[src/rtl/legv8_ctrl_pkg.sv]
// Shared opcodes, ALU function codes, state codes and control word
// for the multi-cycle LEGv8 control unit.
package legv8_ctrl_pkg;

    localparam logic [10:0] OPC_ADD  = 11'b10001011000;
    localparam logic [10:0] OPC_ADDS = 11'b10101011000;
    localparam logic [10:0] OPC_SUB  = 11'b11001011000;
    localparam logic [10:0] OPC_SUBS = 11'b11101011000;
    localparam logic [10:0] OPC_AND  = 11'b10001010000;
    localparam logic [10:0] OPC_ORR  = 11'b10101010000;
    localparam logic [10:0] OPC_EOR  = 11'b11001010000;
    localparam logic [10:0] OPC_LDUR = 11'b11111000010;
    localparam logic [10:0] OPC_STUR = 11'b11111000000;

    localparam logic [9:0] OPC_ADDI = 10'b1001000100;
    localparam logic [9:0] OPC_SUBI = 10'b1101000100;
    localparam logic [9:0] OPC_ANDI = 10'b1001001000;
    localparam logic [9:0] OPC_ORRI = 10'b1011001000;

    localparam logic [5:0] OPC_B     = 6'b000101;
    localparam logic [7:0] OPC_CBZ   = 8'b10110100;
    localparam logic [7:0] OPC_CBNZ  = 8'b10110101;
    localparam logic [7:0] OPC_BCOND = 8'b01010100;

    // ALU_LEGv8: FS[4:2] selects AND/OR/ADD/XOR, FS[1] inverts B, FS[0] inverts A.
    // PASSA is OR against XZR on the B bus.
    localparam logic [4:0] FS_AND   = 5'b00000;
    localparam logic [4:0] FS_ORR   = 5'b00100;
    localparam logic [4:0] FS_ADD   = 5'b01000;
    localparam logic [4:0] FS_SUB   = 5'b01010;
    localparam logic [4:0] FS_EOR   = 5'b01100;
    localparam logic [4:0] FS_PASSA = 5'b00100;

    localparam logic [1:0] PS_HOLD = 2'b00;
    localparam logic [1:0] PS_INC  = 2'b01;
    localparam logic [1:0] PS_OFS  = 2'b10;

    localparam logic [2:0] ST_FETCH  = 3'd0;
    localparam logic [2:0] ST_DECODE = 3'd1;
    localparam logic [2:0] ST_EXEC   = 3'd2;
    localparam logic [2:0] ST_MEM    = 3'd3;
    localparam logic [2:0] ST_HALT   = 3'd4;

    localparam logic [4:0] XZR = 5'd31;

    typedef enum logic [3:0] {
        COND_EQ, COND_NE, COND_HS, COND_LO,
        COND_MI, COND_PL, COND_VS, COND_VC,
        COND_HI, COND_LS, COND_GE, COND_LT,
        COND_GT, COND_LE, COND_AL, COND_NV
    } cond_t;

    typedef enum logic [4:0] {
        OP_ILL, OP_ADD, OP_ADDS, OP_SUB, OP_SUBS,
        OP_AND, OP_ORR, OP_EOR, OP_ADDI, OP_SUBI,
        OP_ANDI, OP_ORRI, OP_LDUR, OP_STUR, OP_B,
        OP_CBZ, OP_CBNZ, OP_BCOND
    } op_t;

    typedef struct packed {
        logic [4:0]  sa;
        logic [4:0]  sb;
        logic [4:0]  da;
        logic        wr;
        logic [4:0]  fs;
        logic        c0;
        logic [63:0] k;
        logic        m;
        logic        en_alu;
        logic        en_addr_alu;
        logic        en_b;
        logic        pc_sel;
        logic [1:0]  ps;
        logic        rcs;
        logic        rwe;
        logic        roe;
        logic        sfl;
    } ctrl_t;

    function automatic op_t decode_op(input logic [31:0] ir);
        op_t op;
        op = OP_ILL;
        unique case (1'b1)
            ir[31:21] == OPC_ADD:   op = OP_ADD;
            ir[31:21] == OPC_ADDS:  op = OP_ADDS;
            ir[31:21] == OPC_SUB:   op = OP_SUB;
            ir[31:21] == OPC_SUBS:  op = OP_SUBS;
            ir[31:21] == OPC_AND:   op = OP_AND;
            ir[31:21] == OPC_ORR:   op = OP_ORR;
            ir[31:21] == OPC_EOR:   op = OP_EOR;
            ir[31:21] == OPC_LDUR:  op = OP_LDUR;
            ir[31:21] == OPC_STUR:  op = OP_STUR;
            ir[31:22] == OPC_ADDI:  op = OP_ADDI;
            ir[31:22] == OPC_SUBI:  op = OP_SUBI;
            ir[31:22] == OPC_ANDI:  op = OP_ANDI;
            ir[31:22] == OPC_ORRI:  op = OP_ORRI;
            ir[31:26] == OPC_B:     op = OP_B;
            ir[31:24] == OPC_CBZ:   op = OP_CBZ;
            ir[31:24] == OPC_CBNZ:  op = OP_CBNZ;
            ir[31:24] == OPC_BCOND: op = OP_BCOND;
            default:                op = OP_ILL;
        endcase
        return op;
    endfunction

    function automatic logic is_alu(input op_t op);
        return op inside {OP_ADD, OP_ADDS, OP_SUB, OP_SUBS, OP_AND,
                          OP_ORR, OP_EOR, OP_ADDI, OP_SUBI, OP_ANDI, OP_ORRI};
    endfunction

    function automatic logic is_itype(input op_t op);
        return op inside {OP_ADDI, OP_SUBI, OP_ANDI, OP_ORRI};
    endfunction

    function automatic logic is_sub(input op_t op);
        return op inside {OP_SUB, OP_SUBS, OP_SUBI};
    endfunction

    function automatic logic sets_flags(input op_t op);
        return op inside {OP_ADDS, OP_SUBS};
    endfunction

    function automatic logic is_cb(input op_t op);
        return op inside {OP_CBZ, OP_CBNZ};
    endfunction

    function automatic logic [4:0] alu_fs(input op_t op);
        logic [4:0] fs;
        fs = FS_ADD;
        unique case (op)
            OP_SUB, OP_SUBS, OP_SUBI: fs = FS_SUB;
            OP_AND, OP_ANDI:          fs = FS_AND;
            OP_ORR, OP_ORRI:          fs = FS_ORR;
            OP_EOR:                   fs = FS_EOR;
            default:                  fs = FS_ADD;
        endcase
        return fs;
    endfunction

    function automatic logic [63:0] sext9(input logic [8:0] v);
        return {{55{v[8]}}, v};
    endfunction

    function automatic logic [63:0] sext19(input logic [18:0] v);
        return {{45{v[18]}}, v};
    endfunction

    function automatic logic [63:0] sext26(input logic [25:0] v);
        return {{38{v[25]}}, v};
    endfunction

endpackage

[src/rtl/control_unit_legv8_cond_eval.sv]
// Branch condition evaluator: 4-bit condition code against
// registered flags {N,Z,C,V}.
module cond_eval
    import legv8_ctrl_pkg::*;
(
    input  logic [3:0] cond,
    input  logic [3:0] flags,
    output logic       taken
);

    logic n, z, c, v;

    assign {n, z, c, v} = flags;

    always_comb begin
        taken = 1'b0;
        unique case (cond_t'(cond))
            COND_EQ: taken = z;
            COND_NE: taken = !z;
            COND_HS: taken = c;
            COND_LO: taken = !c;
            COND_MI: taken = n;
            COND_PL: taken = !n;
            COND_VS: taken = v;
            COND_VC: taken = !v;
            COND_HI: taken = c && !z;
            COND_LS: taken = !(c && !z);
            COND_GE: taken = (n == v);
            COND_LT: taken = (n != v);
            COND_GT: taken = !z && (n == v);
            COND_LE: taken = !(!z && (n == v));
            COND_AL: taken = 1'b1;
            COND_NV: taken = 1'b1;
        endcase
    end

endmodule

[src/rtl/control_unit_legv8.sv]
// Multi-cycle LEGv8 control unit: FETCH/DECODE/EXEC(/MEM) sequencer
// producing the full datapath control word.
module control_unit_legv8
    import legv8_ctrl_pkg::*;
#(
    parameter bit HALT_ON_ILLEGAL = 1'b1
) (
    input  logic        CLK,
    input  logic        RST,
    input  logic [31:0] inst,
    input  logic [3:0]  PRESTAT,
    output logic [4:0]  SA,
    output logic [4:0]  SB,
    output logic [4:0]  DA,
    output logic        WR,
    output logic [4:0]  FS,
    output logic        C0,
    output logic [63:0] K,
    output logic        M,
    output logic        EN_ALU,
    output logic        EN_ADDR_ALU,
    output logic        EN_B,
    output logic        EN_PC,
    output logic        EN_ADDR_PC,
    output logic        PC_SEL,
    output logic [1:0]  PS,
    output logic        RCS,
    output logic        RWE,
    output logic        ROE,
    output logic        SFL,
    output logic        halted,
    output logic [2:0]  state_dbg
);

    logic [2:0]  state, state_nxt;
    logic [31:0] ir;
    logic        cnt, cnt_nxt;
    op_t         op;
    logic        cond_taken;
    logic        cb_taken;
    ctrl_t       c;
    ctrl_t       q;

    logic [4:0]  rd, rn, rm;
    logic [11:0] imm12;
    logic [8:0]  imm9;
    logic [18:0] imm19;
    logic [25:0] imm26;

    assign rd    = ir[4:0];
    assign rn    = ir[9:5];
    assign rm    = ir[20:16];
    assign imm12 = ir[21:10];
    assign imm9  = ir[20:12];
    assign imm19 = ir[23:5];
    assign imm26 = ir[25:0];

    assign op = decode_op(ir);

    cond_eval u_cond (
        .cond  (ir[3:0]),
        .flags (PRESTAT),
        .taken (cond_taken)
    );

    // Second CB pass sees the Z flag left by the PASSA pass.
    assign cb_taken = (op == OP_CBZ) ? PRESTAT[2] : !PRESTAT[2];

    always_ff @(posedge CLK) begin
        if (RST) begin
            state <= ST_FETCH;
            ir    <= '0;
            cnt   <= 1'b0;
        end else begin
            state <= state_nxt;
            cnt   <= cnt_nxt;
            if (state == ST_FETCH) ir <= inst;
        end
    end

    always_comb begin
        state_nxt = state;
        cnt_nxt   = 1'b0;
        unique case (state)
            ST_FETCH:  state_nxt = ST_DECODE;
            ST_DECODE: begin
                if (op != OP_ILL)        state_nxt = ST_EXEC;
                else if (HALT_ON_ILLEGAL) state_nxt = ST_HALT;
                else                     state_nxt = ST_FETCH;
            end
            ST_EXEC: begin
                state_nxt = ST_FETCH;
                if (op == OP_LDUR) begin
                    state_nxt = ST_MEM;
                end else if (is_cb(op) && !cnt) begin
                    state_nxt = ST_EXEC;
                    cnt_nxt   = 1'b1;
                end
            end
            ST_MEM:    state_nxt = ST_FETCH;
            ST_HALT:   state_nxt = ST_HALT;
            default:   state_nxt = ST_FETCH;
        endcase
    end

    always_comb begin
        c = '0;
        unique case (state)
            ST_DECODE: begin
                if (op == OP_ILL && !HALT_ON_ILLEGAL) c.ps = PS_INC;
            end
            ST_EXEC: begin
                if (is_alu(op)) begin
                    c.sa     = rn;
                    c.da     = rd;
                    c.wr     = (rd != XZR);
                    c.fs     = alu_fs(op);
                    c.c0     = is_sub(op);
                    c.sfl    = sets_flags(op);
                    c.en_alu = 1'b1;
                    c.ps     = PS_INC;
                    if (is_itype(op)) begin
                        c.m = 1'b1;
                        c.k = {52'd0, imm12};
                    end else begin
                        c.sb = rm;
                    end
                end
                unique case (op)
                    OP_LDUR, OP_STUR: begin
                        c.sa          = rn;
                        c.m           = 1'b1;
                        c.k           = sext9(imm9);
                        c.fs          = FS_ADD;
                        c.en_addr_alu = 1'b1;
                        c.rcs         = 1'b1;
                        if (op == OP_STUR) begin
                            c.sb   = rd;
                            c.en_b = 1'b1;
                            c.rwe  = 1'b1;
                            c.ps   = PS_INC;
                        end else begin
                            c.roe = 1'b1;
                        end
                    end
                    OP_B: begin
                        c.pc_sel = 1'b1;
                        c.k      = sext26(imm26);
                        c.ps     = PS_OFS;
                    end
                    OP_BCOND: begin
                        c.k      = sext19(imm19);
                        c.pc_sel = cond_taken;
                        c.ps     = cond_taken ? PS_OFS : PS_INC;
                    end
                    OP_CBZ, OP_CBNZ: begin
                        if (!cnt) begin
                            c.sa  = rd;
                            c.sb  = XZR;
                            c.fs  = FS_PASSA;
                            c.sfl = 1'b1;
                        end else begin
                            c.k      = sext19(imm19);
                            c.pc_sel = cb_taken;
                            c.ps     = cb_taken ? PS_OFS : PS_INC;
                        end
                    end
                    default: ;
                endcase
            end
            ST_MEM: begin
                c.sa          = rn;
                c.m           = 1'b1;
                c.k           = sext9(imm9);
                c.fs          = FS_ADD;
                c.en_addr_alu = 1'b1;
                c.rcs         = 1'b1;
                c.roe         = 1'b1;
                c.da          = rd;
                c.wr          = (rd != XZR);
                c.ps          = PS_INC;
            end
            default: ;
        endcase
    end

    // Strobes drop while RST is high, before the state register clears.
    assign q = RST ? '0 : c;

    assign SA          = q.sa;
    assign SB          = q.sb;
    assign DA          = q.da;
    assign WR          = q.wr;
    assign FS          = q.fs;
    assign C0          = q.c0;
    assign K           = q.k;
    assign M           = q.m;
    assign EN_ALU      = q.en_alu;
    assign EN_ADDR_ALU = q.en_addr_alu;
    assign EN_B        = q.en_b;
    assign EN_PC       = 1'b0;
    assign EN_ADDR_PC  = 1'b0;
    assign PC_SEL      = q.pc_sel;
    assign PS          = q.ps;
    assign RCS         = q.rcs;
    assign RWE         = q.rwe;
    assign ROE         = q.roe;
    assign SFL         = q.sfl;
    assign halted      = (state == ST_HALT);
    assign state_dbg   = state;

endmodule

[config.mk]
export PLATFORM = sky130hd
export DESIGN_NAME = control_unit_legv8
export DESIGN_NICKNAME = d
export VERILOG_FILES = /design/src/rtl/legv8_ctrl_pkg.sv /design/src/rtl/control_unit_legv8_cond_eval.sv /design/src/rtl/control_unit_legv8.sv
export SDC_FILE = /design/constraint.sdc
export NUM_CORES = 1
export LEC_CHECK = 0
export ABC_CLOCK_PERIOD_IN_PS = 10700
export BUFFER_PORTS_ARGS = -buffer_cell sky130_fd_sc_hd__buf_2
export CAP_MARGIN = 20
export CORE_UTILIZATION = 50
export CTS_CLUSTER_DIAMETER = 30
export DETAILED_ROUTE_END_ITERATION = 6
export HOLD_SLACK_MARGIN = 0.1
export PLACE_DENSITY = 0.89
export SYNTH_ARGS = -nofsm -noshare
export SYNTH_HDL_FRONTEND = slang
export SYNTH_SLANG_ARGS = --single-unit
[constraint.sdc]
create_clock -name CLK -period 10.7 [get_ports CLK]
set_clock_uncertainty 0.2 [all_clocks]
set_input_delay 2.14 -clock CLK [delete_from_list [all_inputs] [get_ports CLK]]
set_output_delay 2.14 -clock CLK [all_outputs]
set_load 0.005 [all_outputs]
==> impl_metrics.tcl <==
set metrics [dict create \
    h-tree-depth 2 \
    power_leakage_nw 1.74 \
    p_clk_share_pct 32.8 \
    worst_pin_slew_ns 1.03 \
    die-height_um 83.2 \
    fin_crit_ns 6.79 \
    seq_power_share_pct 46.2 \
    netlist_area_um2 3300 \
    ctsHoldBuffers 0 \
    hold_viol_final 0 \
    syn_inst 481 \
    mostFrequentLayoutCell "buf_2" \
    grt_max_degree 42 \
    violations "design-rule violations" \
    reg2reg_depth 8 \
    synthArstFlopShare_pct 0 \
    yosys_warnings 0 \
    yosys-top-cells-area "dfxtp_1, nand2_1, buf_4" \
    setup_viol 0 \
    reg2reg_to "state_dbg[2]" \
    core-area_um2 6350 \
    cts-root-buf "clkbuf_8" \
    drtAntennaViolNets 0 \
    cp_max_fo 41 \
    drt-pass1-iter-count 7 \
    drc_errors 6 \
    ff2ff_setup_slack_ns 7.67 \
    cts_buffers 5 \
    yosysUniqueCellTypes 62 \
    timing.rr.start "ir[30]" \
    timing.hold.ws_ns 0.307 \
    synth_area_leader_cell "dfxtp_1" \
    worst_ep_arrival_time_ns 4.45 \
    areaGrowthSynthToFinish_pct 13.8 \
    cts_tree "done" \
    layout_common_cells "buf_2, nand2_1, a21oi_1" \
    min-delay-start "ir[7]" \
    grt_overflow 0 \
    cts_buffer_depth 2 \
    ys_seq_elements 36 \
    pin_count 141 \
    fillers 565 \
    internal_power_mw 0.267 \
    irDropWorstVdd_mv 0.104 \
    hold_path.class "reg2reg" \
    row_count 29 \
    antenna_found_initial 0 \
    cp.required_ns 8.36 \
    grt_use_total_pct 26.9 \
    clock_sinks 36 \
    die_area_um2 6930 \
    fin_crit_sh_pct 63.5 \
    layout.nets 590 \
    antenna_cells 0 \
    slew_violations 0 \
    swShare_pct 34.0 \
    layout-drive-gt1-share_pct 28.8 \
    cts-resized-gates 0 \
    status "finished, violations left" \
    combPwrFrac_pct 21.0 \
    wl_per_cell_um 15.8 \
    synth.top_cell.area_share_pct 21.8 \
    start_util_pct 52.0 \
    drv_cap 0 \
    worst_setup_path_start_kind "input port" \
    synthFlopType "dfxtp_1" \
    yosysSeqAreaShare_pct 21.8 \
    slew_headroom_pct 31.4 \
    end_kind "primary output" \
    hold_depth 2 \
    path_class "in2out" \
    clock.fmax_mhz 147 \
    tns_ns 0 \
    powerDensity_nw_per_um2 108 \
    hpwl_um 7170 \
    power_switching_mw 0.138 \
    path_clk_slew_ns 0.07 \
    grt_pass1_vias 3339 \
    avgViaCountPerCell 6.26 \
    drt_iter0_drc 480 \
    cts_setup_buffers 0 \
    hold_end "ir[7]" \
    grt_pass1_wl_um 15700 \
    io_buffers 136 \
    die_w_um 83.2 \
    num_vias 3918 \
    gp_congestion 0.913 \
    clk_latency_ns 0.29 \
    rsz0062_at_grt "false" \
    avgSynthCellArea_um2 6.86 \
    synth_edf_count 0 \
    wirelength_um 9910 \
]
==> flip-flops by register name (all words and copies together) (netlist names) <==
name / cells
ir: 32
state_dbg: 3
cnt: 1
==> power by group through the flow <==
stage                     registers (mW)  logic (mW)  clock network [mW]
after floorplan                    0.167      0.0769                   0
after global placement             0.186      0.0802                   0
after detailed placement           0.188      0.0835                   0
after CTS                          0.185      0.0838               0.131
after global routing               0.190      0.0948               0.138
final                              0.187      0.0850               0.133
==> routing by layer <==
layer	wire (µm)	up-vias	track usage, %
met5	0	-	0
met4	336	0	11.1
met3	988	42	3.38
met2	4680	294	45.1
met1	3910	1771	34.8
li1	-	1811	-
==> stage by stage <==
step / std cells / setup WS, ns / power (mW) / utilization [%] / cell area [µm²]
global placement: 617 / 4.10 / 0.267 / 56.9 / 3610
finish: 626 / 3.91 / 0.405 / 59.2 / 3760
global route: 626 / 3.74 / 0.422 / 59.2 / 3760
detailed placement: 617 / 4.02 / 0.271 / 56.9 / 3610
CTS: 625 / 3.69 / 0.399 / 58.9 / 3740
floorplan: 484 / 4.03 / 0.244 / - / 3310
==> worst max path at each step <==
stage | start | to | slack (ns) | depth (start not counted)
floorplan | RST | K[26] | 4.03 | 4
global placement | RST | K[3] | 4.10 | 7
detailed placement | ir[24] | K[30] | 4.02 | 13
CTS | ir[24] | K[30] | 3.69 | 13
global route | RST | K[4] | 3.74 | 7
finish | RST | K[3] | 3.91 | 7
==> cell type report <==
| class | instances | area (µm²) | area share (%) |
|---|---|---|---|
| multi-input cells | 358 | 2070 | 55.2 |
| flip-flops and latches | 36 | 721 | 19.2 |
| repair buffers | 139 | 711 | 18.9 |
| clock buffers | 7 | 96.3 | 2.56 |
| well taps | 77 | 96.3 | 2.56 |
| clock inverters | 1 | 30.0 | 0.799 |
| inverters | 8 | 30.0 | 0.799 |
==> Yosys cell counts, types with 9 or more instances <==
cell      number
o21ai_0       11
clkbuf_1      29
nand3_1        9
buf_4         44
dfxtp_1       36
nand2_1       96
and2_1         9
a21oi_1       62
o21ai_1       18
a221oi_1      11
nor2_1        23
==> critical path, cell delays in order <==
cell	delay, ns
buf_2	0.32
nor2b_1	0.55
nand2b_1	0.34
nor2_1	0.61
a22oi_1	0.18
o21ai_1	0.15
buf_2	0.15
==> logic make-up after synthesis <==
kind of cell,synth area share [%]
AOI/OAI and AO/OA,31.5
xor gates and xnor gates,1.06
adders and majority gates,1.52
buffers and inverters,16.0
DFF,21.8
other,0.114
and+or+nand+nor,28.0
Note: power is estimated with default switching activity, not from simulation.
